==> src/rtl/moving_interpolator_if.sv <==
// Stream interface for moving_interpolator: sample input handshake, window
// selection and interpolated output handshake grouped on one bundle.
interface moving_interpolator_if #(
  parameter int SIZE_DATA   = 16,
  parameter int SIZE_WINDOW = 7
);
  logic [SIZE_DATA-1:0]   input_data;
  logic                   input_valid;
  logic                   input_ready;
  logic [SIZE_WINDOW-1:0] window_set;
  logic [SIZE_DATA-1:0]   output_data;
  logic                   output_valid;
  logic                   output_ready;

  // Block side.
  modport slave (
    input  input_data, input_valid, window_set, output_ready,
    output input_ready, output_data, output_valid
  );

  // Upstream/downstream driver side.
  modport master (
    output input_data, input_valid, window_set, output_ready,
    input  input_ready, output_data, output_valid
  );
endinterface

==> src/rtl/moving_interpolator.sv <==
// moving_interpolator: linear-interpolating upsampler. One signed sample per
// segment in, N = window_set samples out, walking from the previous sample
// towards the current one as prev + floor(i*diff/N).
// Optional build macro MOVING_INTERPOLATOR_ROUND_EN switches the per-beat
// division from floor to round-half-up.
module moving_interpolator #(
  parameter int SIZE_DATA   = 16,
  parameter int SIZE_WINDOW = 7
) (
  input  logic                 clk,
  input  logic                 reset,   // asynchronous, active low
  moving_interpolator_if.slave bus
);

  localparam int DW = SIZE_DATA + 1;                 // segment slope width
  localparam int PW = SIZE_DATA + SIZE_WINDOW + 1;   // accumulated i*diff
  localparam int KW = (SIZE_WINDOW > 1) ? $clog2(SIZE_WINDOW) : 1;

  typedef enum logic [1:0] {
    S_FIRST = 2'd0,
    S_WAIT  = 2'd1,
    S_EMIT  = 2'd2
  } state_t;

  state_t                        state_q, state_d;
  logic signed [SIZE_DATA-1:0]   prev_q, prev_d;
  logic signed [SIZE_DATA-1:0]   cur_q, cur_d;
  logic signed [DW-1:0]          diff_q, diff_d;
  logic signed [PW-1:0]          p_q, p_d;
  logic [SIZE_WINDOW-1:0]        cnt_q, cnt_d;
  logic [KW-1:0]                 k_seg_q, k_seg_d;

  logic [KW-1:0]                 k_calc;
  logic [SIZE_WINDOW-1:0]        n_last;
  logic signed [PW-1:0]          p_adj;
  logic signed [PW-1:0]          p_shift;
  logic signed [PW-1:0]          sum;
  logic                          emit;

  // Decode window_set to log2; anything that is not a single set bit maps to N = 1.
  always_comb begin
    k_calc = '0;
    for (int i = 0; i < SIZE_WINDOW; i++) begin
      if (bus.window_set == (SIZE_WINDOW'(1) << i)) k_calc = KW'(i);
    end
  end

  // Interpolated output: prev plus the accumulated slope divided by N via shift.
  always_comb begin
    n_last = (SIZE_WINDOW'(1) << k_seg_q) - SIZE_WINDOW'(1);
`ifdef MOVING_INTERPOLATOR_ROUND_EN
    // N>>1 is zero for N = 1, so pass-through needs no special case.
    p_adj  = p_q + PW'((SIZE_WINDOW'(1) << k_seg_q) >> 1);
`else
    p_adj  = p_q;
`endif
    p_shift = p_adj >>> k_seg_q;
    sum     = PW'(prev_q) + p_shift;
  end

  assign emit             = (state_q == S_EMIT);
  assign bus.output_valid = emit;
  // Forced to zero outside EMIT so the bus idles at 0 (including in reset).
  assign bus.output_data  = emit ? sum[SIZE_DATA-1:0] : '0;
  // Held low while reset is asserted even though the FSM sits in FIRST.
  assign bus.input_ready  = reset && (state_q != S_EMIT);

  // Next-state and datapath update for the FIRST/WAIT/EMIT segment machine.
  always_comb begin
    state_d = state_q;
    prev_d  = prev_q;
    cur_d   = cur_q;
    diff_d  = diff_q;
    p_d     = p_q;
    cnt_d   = cnt_q;
    k_seg_d = k_seg_q;
    unique case (state_q)
      S_FIRST: begin
        // First sample only primes prev; nothing to interpolate yet.
        if (bus.input_valid) begin
          prev_d  = $signed(bus.input_data);
          state_d = S_WAIT;
        end
      end
      S_WAIT: begin
        if (bus.input_valid) begin
          cur_d   = $signed(bus.input_data);
          diff_d  = DW'($signed(bus.input_data)) - DW'(prev_q);
          p_d     = '0;
          cnt_d   = '0;
          k_seg_d = k_calc;   // window is frozen for the whole segment
          state_d = S_EMIT;
        end
      end
      S_EMIT: begin
        if (bus.output_ready) begin
          if (cnt_q == n_last) begin
            // Next segment starts exactly on the sample we were heading for.
            prev_d  = cur_q;
            state_d = S_WAIT;
          end else begin
            p_d   = p_q + PW'(diff_q);
            cnt_d = cnt_q + SIZE_WINDOW'(1);
          end
        end
      end
      default: state_d = S_FIRST;
    endcase
  end

  // State and datapath registers; reset discards any partial segment.
  always_ff @(posedge clk or negedge reset) begin
    if (!reset) begin
      state_q <= S_FIRST;
      prev_q  <= '0;
      cur_q   <= '0;
      diff_q  <= '0;
      p_q     <= '0;
      cnt_q   <= '0;
      k_seg_q <= '0;
    end else begin
      state_q <= state_d;
      prev_q  <= prev_d;
      cur_q   <= cur_d;
      diff_q  <= diff_d;
      p_q     <= p_d;
      cnt_q   <= cnt_d;
      k_seg_q <= k_seg_d;
    end
  end

endmodule

==> src/flat_wrapper.sv <==
// flat-port wrapper written by rule: the top's interface ports become plain ports
module moving_interpolator_flat 
#(
  parameter int SIZE_DATA   = 16,
  parameter int SIZE_WINDOW = 7
)
  (clk, reset, bus_input_data, bus_input_valid, bus_window_set, bus_output_ready, bus_input_ready, bus_output_data, bus_output_valid);
  moving_interpolator_if #(.SIZE_DATA(SIZE_DATA), .SIZE_WINDOW(SIZE_WINDOW)) bus_i ();
  input  logic clk;
  input  logic reset;
  input wire logic [$bits(bus_i.input_data)-1:0] bus_input_data;
  input wire logic [$bits(bus_i.input_valid)-1:0] bus_input_valid;
  input wire logic [$bits(bus_i.window_set)-1:0] bus_window_set;
  input wire logic [$bits(bus_i.output_ready)-1:0] bus_output_ready;
  output wire logic [$bits(bus_i.input_ready)-1:0] bus_input_ready;
  output wire logic [$bits(bus_i.output_data)-1:0] bus_output_data;
  output wire logic [$bits(bus_i.output_valid)-1:0] bus_output_valid;
  assign bus_i.input_data = bus_input_data;
  assign bus_i.input_valid = bus_input_valid;
  assign bus_i.window_set = bus_window_set;
  assign bus_i.output_ready = bus_output_ready;
  assign bus_input_ready = bus_i.input_ready;
  assign bus_output_data = bus_i.output_data;
  assign bus_output_valid = bus_i.output_valid;
  moving_interpolator #(.SIZE_DATA(SIZE_DATA), .SIZE_WINDOW(SIZE_WINDOW)) u_core (.clk(clk), .reset(reset), .bus(bus_i));
endmodule
==> config.mk <==
export PLATFORM = sky130hd
export DESIGN_NAME = moving_interpolator_flat
export DESIGN_NICKNAME = d
export VERILOG_FILES = /design/src/rtl/moving_interpolator_if.sv /design/src/rtl/moving_interpolator.sv /design/src/flat_wrapper.sv
export SDC_FILE = /design/constraint.sdc
export NUM_CORES = 1
export LEC_CHECK = 0
export ABC_CLOCK_PERIOD_IN_PS = 5800
export BUFFER_PORTS_ARGS = -buffer_cell sky130_fd_sc_hd__buf_2
export CAP_MARGIN = 25
export CELL_PAD_IN_SITES_DETAIL_PLACEMENT = 1
export CELL_PAD_IN_SITES_GLOBAL_PLACEMENT = 1
export CORE_AREA = 2 2 147 149
export DETAILED_ROUTE_END_ITERATION = 7
export DIE_AREA = 0 0 149 151
export HOLD_SLACK_MARGIN = 0.15
export PLACE_DENSITY = 0.62
export REMOVE_ABC_BUFFERS = 1
export SLEW_MARGIN = 10
export SYNTH_ARGS = -nofsm -noshare
export SYNTH_HDL_FRONTEND = slang
export SYNTH_SLANG_ARGS = --single-unit
==> constraint.sdc <==
create_clock -name clk -period 5.8 [get_ports clk]
set_clock_uncertainty 0.2 [all_clocks]
set_input_delay 1.74 -clock clk [delete_from_list [all_inputs] [get_ports clk]]
set_output_delay 1.74 -clock clk [all_outputs]
set_load 0.05 [all_outputs]
* Word-level counts from Yosys, hierarchy flattened *
Index checks and enable logic that the tools add are counted.

word-level totals
  word-level logic and storage cells = 61
  output and inout bits = 18
  register bits after elaboration = 85
  input port bits = 27

cells by class
  mux-type cells = 24
  eq/ne operators = 15
  $add $sub $neg = 5
  shifts and indexed selects = 2
  reduce and logical (&&, ||, !) cells = 8

operators by type and width
  operator               number
  $mux W24               3
  $mux W16               4
  $pmux W24 S2           1
  $pmux W16 S2           1
  $add A24 B17 Y24       1
  $sshr A24 B3 Y16       1
  $mux W7                3
  $sub A16 B16 Y17       1
  $add A16 B16 Y16       1
  $mux W3                5
  $pmux W7 S2            1
  $ne A2 B2 Y1 const B   6
  $reduce_and A4 Y1      3
  $mux W2                4
  $add A7 B1 Y7 const B  1
  $eq A7 B2 Y1 const B   1
  $eq A7 B3 Y1 const B   1
  $eq A7 B4 Y1 const B   1
  $eq A7 B5 Y1 const B   1
  $eq A7 B6 Y1 const B   1
  $eq A7 B7 Y1           1
  $eq A7 B7 Y1 const B   1
  $shl A1 B3 Y7 const A  1
  $sub A7 B2 Y7 const B  1
  other kinds (8)        9

* Logic depth before layout (Yosys ltp) *
  depth after elaboration = 7
  depth in mapped cells = 16
  mapped depth without buffers = 13

* Least setup slack after synthesis *
No wires, ideal clock.

  path type = register to output
  start = reg u_core.k_seg_q[1]
  end = out bus_output_data[11]
  cell stages (with the launch flop) = 14
  buffers on the path = 3
  arrival time = 4290 ps
  setup slack = -430 ps
  data required time = 3860 ps
  cell sequence = dfrtp_1 buf_2 buf_1 buf_2 mux2_2 mux2i_1 mux2i_1 ha_1 a21o_1 a21o_1 or3_1 o21ai_0 a21oi_1 nor3b_1

between the ends
  cells in the longest elaborated chain, start to end = 3

RTL lines
  item                    RTL line                    RTL
  from (decl)             moving_interpolator.sv:31   logic [KW-1:0] k_seg_q, k_seg_d;
  from (signal assigned)  moving_interpolator.sv:128  k_seg_q <= k_seg_d;
  $sshr A24 B3 Y16        moving_interpolator.sv:57   p_shift = p_adj >>> k_seg_q;
  $add A16 B16 Y16        moving_interpolator.sv:58   sum = PW'(prev_q) + p_shift;
  $mux W16                moving_interpolator.sv:64   assign bus.output_data = emit ? sum[SIZE_DATA-1:0] : '0;
  to (decl)               flat_wrapper.sv:16          output wire logic [$bits(bus_i.output_data)-1:0] bus_output_data;

No other way between the ends.

* Worst setup path in the final report *
  start = reg u_core.k_seg_q[0]
  end = out bus_output_data[14]

Same word-level chain as after synthesis.

==> flow_metrics.tcl <==
set metrics [dict create \
    place_congestion 0.841 \
    io_pins 45 \
    path_max_fanout 13 \
    hold_path.class "flip-flop to flip-flop" \
    wirelength_um 20600 \
    wl_per_cell_um 18.3 \
    io_buffer_count 44 \
    post_cts.repair.setup_buffers 0 \
    grt_pass1_vias 6101 \
    grt_use_total 0.189 \
    clkSlewWorstSetupHoldPaths_ns 0.07 \
    powerDensity_nw_per_um2 569 \
    cts_root_buffer "clkbuf_16" \
    antenna_found_initial 0 \
    multi_input_area_um2 4620 \
    hold_violations 0 \
    final_common_cell "nand2_1" \
    vdd_drop_max_mv 0.241 \
    design_area_um2 7840 \
    cts_buffer_depth 2 \
    drive_gt1_frac 0.132 \
    arrival_ns 3.65 \
    drt_first_pass_iters 4 \
    synth_edf_count 0 \
    crit_type "flip-flop to output pin" \
    register_area_um2 2100 \
    power.leakage_nw 3.71 \
    finalNetCount 930 \
    overflow 0 \
    final-setup-viol-count 0 \
    yosysSeqAreaShare 0.300 \
    period_share 0.965 \
    synth_top_cell_area_share 0.300 \
    synth_top_cell_by_area "dfrtp_1" \
    critPathRequiredTime_ns 3.86 \
    detail_route.iter0.violations 321 \
    synthTopCellsByArea "dfrtp_1, ha_1, mux2i_1, nand2_1, o21ai_0" \
    die_y_um 151 \
    place_area_um2 7540 \
    cap_viol_max_count 0 \
    row_count 53 \
    start_kind "flip-flop" \
    ys_warn_count 0 \
    fillers 2511 \
    grt_pass1_wl_um 33400 \
    max_freq_ghz 0.179 \
    drv_slew 0 \
    ys_ff_latch 84 \
    initial_utilization 0.337 \
    core_area_um2 20800 \
    grt_max_degree 61 \
    netlist_instances 812 \
    async_flop_share 1.00 \
    avgViaCountPerCell 5.41 \
    min_from "u_core.cur_q[11]" \
    cts_buffers 9 \
    drt.antenna.violating_nets 0 \
    clk-insertion-delay-late_ns 0.36 \
    syn_area_um2 7010 \
    holdWs_ns 0.274 \
    outcome "completed" \
    synth_area_per_cell_um2 8.63 \
    tightestPinTransition_ns 0.867 \
    critPathCaptureType "output pin" \
    n_antenna_cell 0 \
    synth_cell_types 69 \
    slew_headroom 0.416 \
    cp-startpoint "u_core.k_seg_q[0]" \
    die_w_um 149 \
    hpwl_um 15400 \
    reg2reg_from "u_core.state_q[0]" \
    period_needed_ns 5.59 \
    area_delta_synth_final_pct 11.9 \
    die_area_um2 22500 \
    setup_tns_ns 0 \
    route.vias.total 6090 \
    clock_sinks 84 \
    most-common-layout-cells "nand2_1, dfrtp_1, o21ai_0" \
    ys.flop_type "dfrtp_1" \
    drc 0 \
    cts_tree "built" \
    htree_num_levels 3 \
]
repair_timing:
action | in CTS | in global routing
endpoints found under the setup margin | 1 | 8
gates resized for setup | 1 | 10
hold buffers | 0 | 0
pin swaps | 0 | 1
per-stage QoR:
step | util | cells | setup slack (ns) | total power (W)
2_1_floorplan | - | 777 | -0.202 | 0.00310
3_3_place_gp | 0.362 | 1110 | 0.358 | 0.00383
3_5_place_dp | 0.362 | 1110 | 0.381 | 0.00385
4_1_cts | 0.376 | 1126 | 0.103 | 0.00448
5_1_grt | 0.377 | 1126 | -0.00358 | 0.00487
6_report | 0.377 | 1126 | 0.205 | 0.00446
cells in the mapped netlist, types with 3 or more instances:
cell,n
a211o_1,6
a211oi_1,6
a21boi_0,3
a21o_1,20
a21oi_1,42
a31oi_1,8
a41oi_1,3
and2_1,7
and3_1,6
and4_1,4
buf_1,4
buf_2,6
clkbuf_1,23
dfrtp_1,84
fa_1,3
ha_1,54
inv_1,40
mux2_2,15
mux2i_1,43
mux4_2,6
nand2_1,106
nand2b_1,11
nand3_1,37
nand4_1,11
nor2_1,40
nor2b_1,6
nor3_1,12
nor3b_1,11
o2111ai_1,3
o211ai_1,8
o21a_1,13
o21ai_0,63
o21ai_1,4
o21bai_1,9
o31ai_1,5
o41ai_1,3
or2_2,4
or3_1,7
or4_1,5
xnor2_1,20
xor2_1,16
power breakdown:
part / switching, W / total (W) / internal [W]
sequential: 0.000258 / 0.00109 / 0.000836
combinational: 0.00168 / 0.00278 / 0.00110
clock: 0.000286 / 0.000583 / 0.000298
total: 0.00222 / 0.00446 / 0.00223
worst max-delay path: stages (launching register included):
cell and delay [ns]:
dfrtp_1 0.41, buf_4 0.19, clkinv_2 0.17, buf_4 0.20, mux4_2 0.52, ha_1 0.39, a21o_1 0.19, a21o_1 0.19
a311o_1 0.33, a41oi_1 0.23, xor2_1 0.17, nor2_1 0.05, clkbuf_4 0.24
path summary, 6_finish.rpt:
kind	end	slack, ns	depth (start not counted)
setup / recovery	bus_output_data[14]	0.21	12
hold / removal	u_core.cur_q[11]	0.27	2
setup reg to reg	u_core.cnt_q[6]	2.50	6
hold reg to reg	u_core.cur_q[11]	0.27	2
max in group asynchronous	u_core.prev_q[4]	3.06	3
min in group asynchronous	u_core.p_adj[20]	1.26	2
flip-flops by register name (all words and copies together) (netlist names):
signal,count
u_core.cnt_q,7
u_core.cur_q,16
u_core.diff_q,17
u_core.k_seg_q,3
u_core.p_adj,23
u_core.prev_q,16
u_core.state_q,2
layout make-up:
cell class	count	share of cell area
flip-flops and latches	84	0.268
clock inverters	7	0.00734
repair buffers	58	0.0432
clock buffers	9	0.0287
well taps	275	0.0439
multi-input cells	651	0.589
inverters	42	0.0203
layer usage:
| metal | vias up | part of all wire | GRT usage |
|---|---|---|---|
| met3 | 13 | 0.025 | 0.0268 |
| li1 | 3045 | - | - |
| met4 | 0 | 0.011 | 0.0376 |
| met5 | - | 0 | 0 |
| met1 | 2963 | 0.50 | 0.266 |
| met2 | 69 | 0.47 | 0.311 |
cell families after synthesis:
kind of cell	count (synthesis)	synth area share
muxes	66	0.108
xor gates and xnor gates	36	0.0450
AOI/OAI and AO/OA	219	0.205
DFF	84	0.300
buffers and inverters	77	0.0450
and+or+nand+nor	273	0.192
adders and majority gates	57	0.105
No activity file was read; power rests on OpenSTA's default activity.
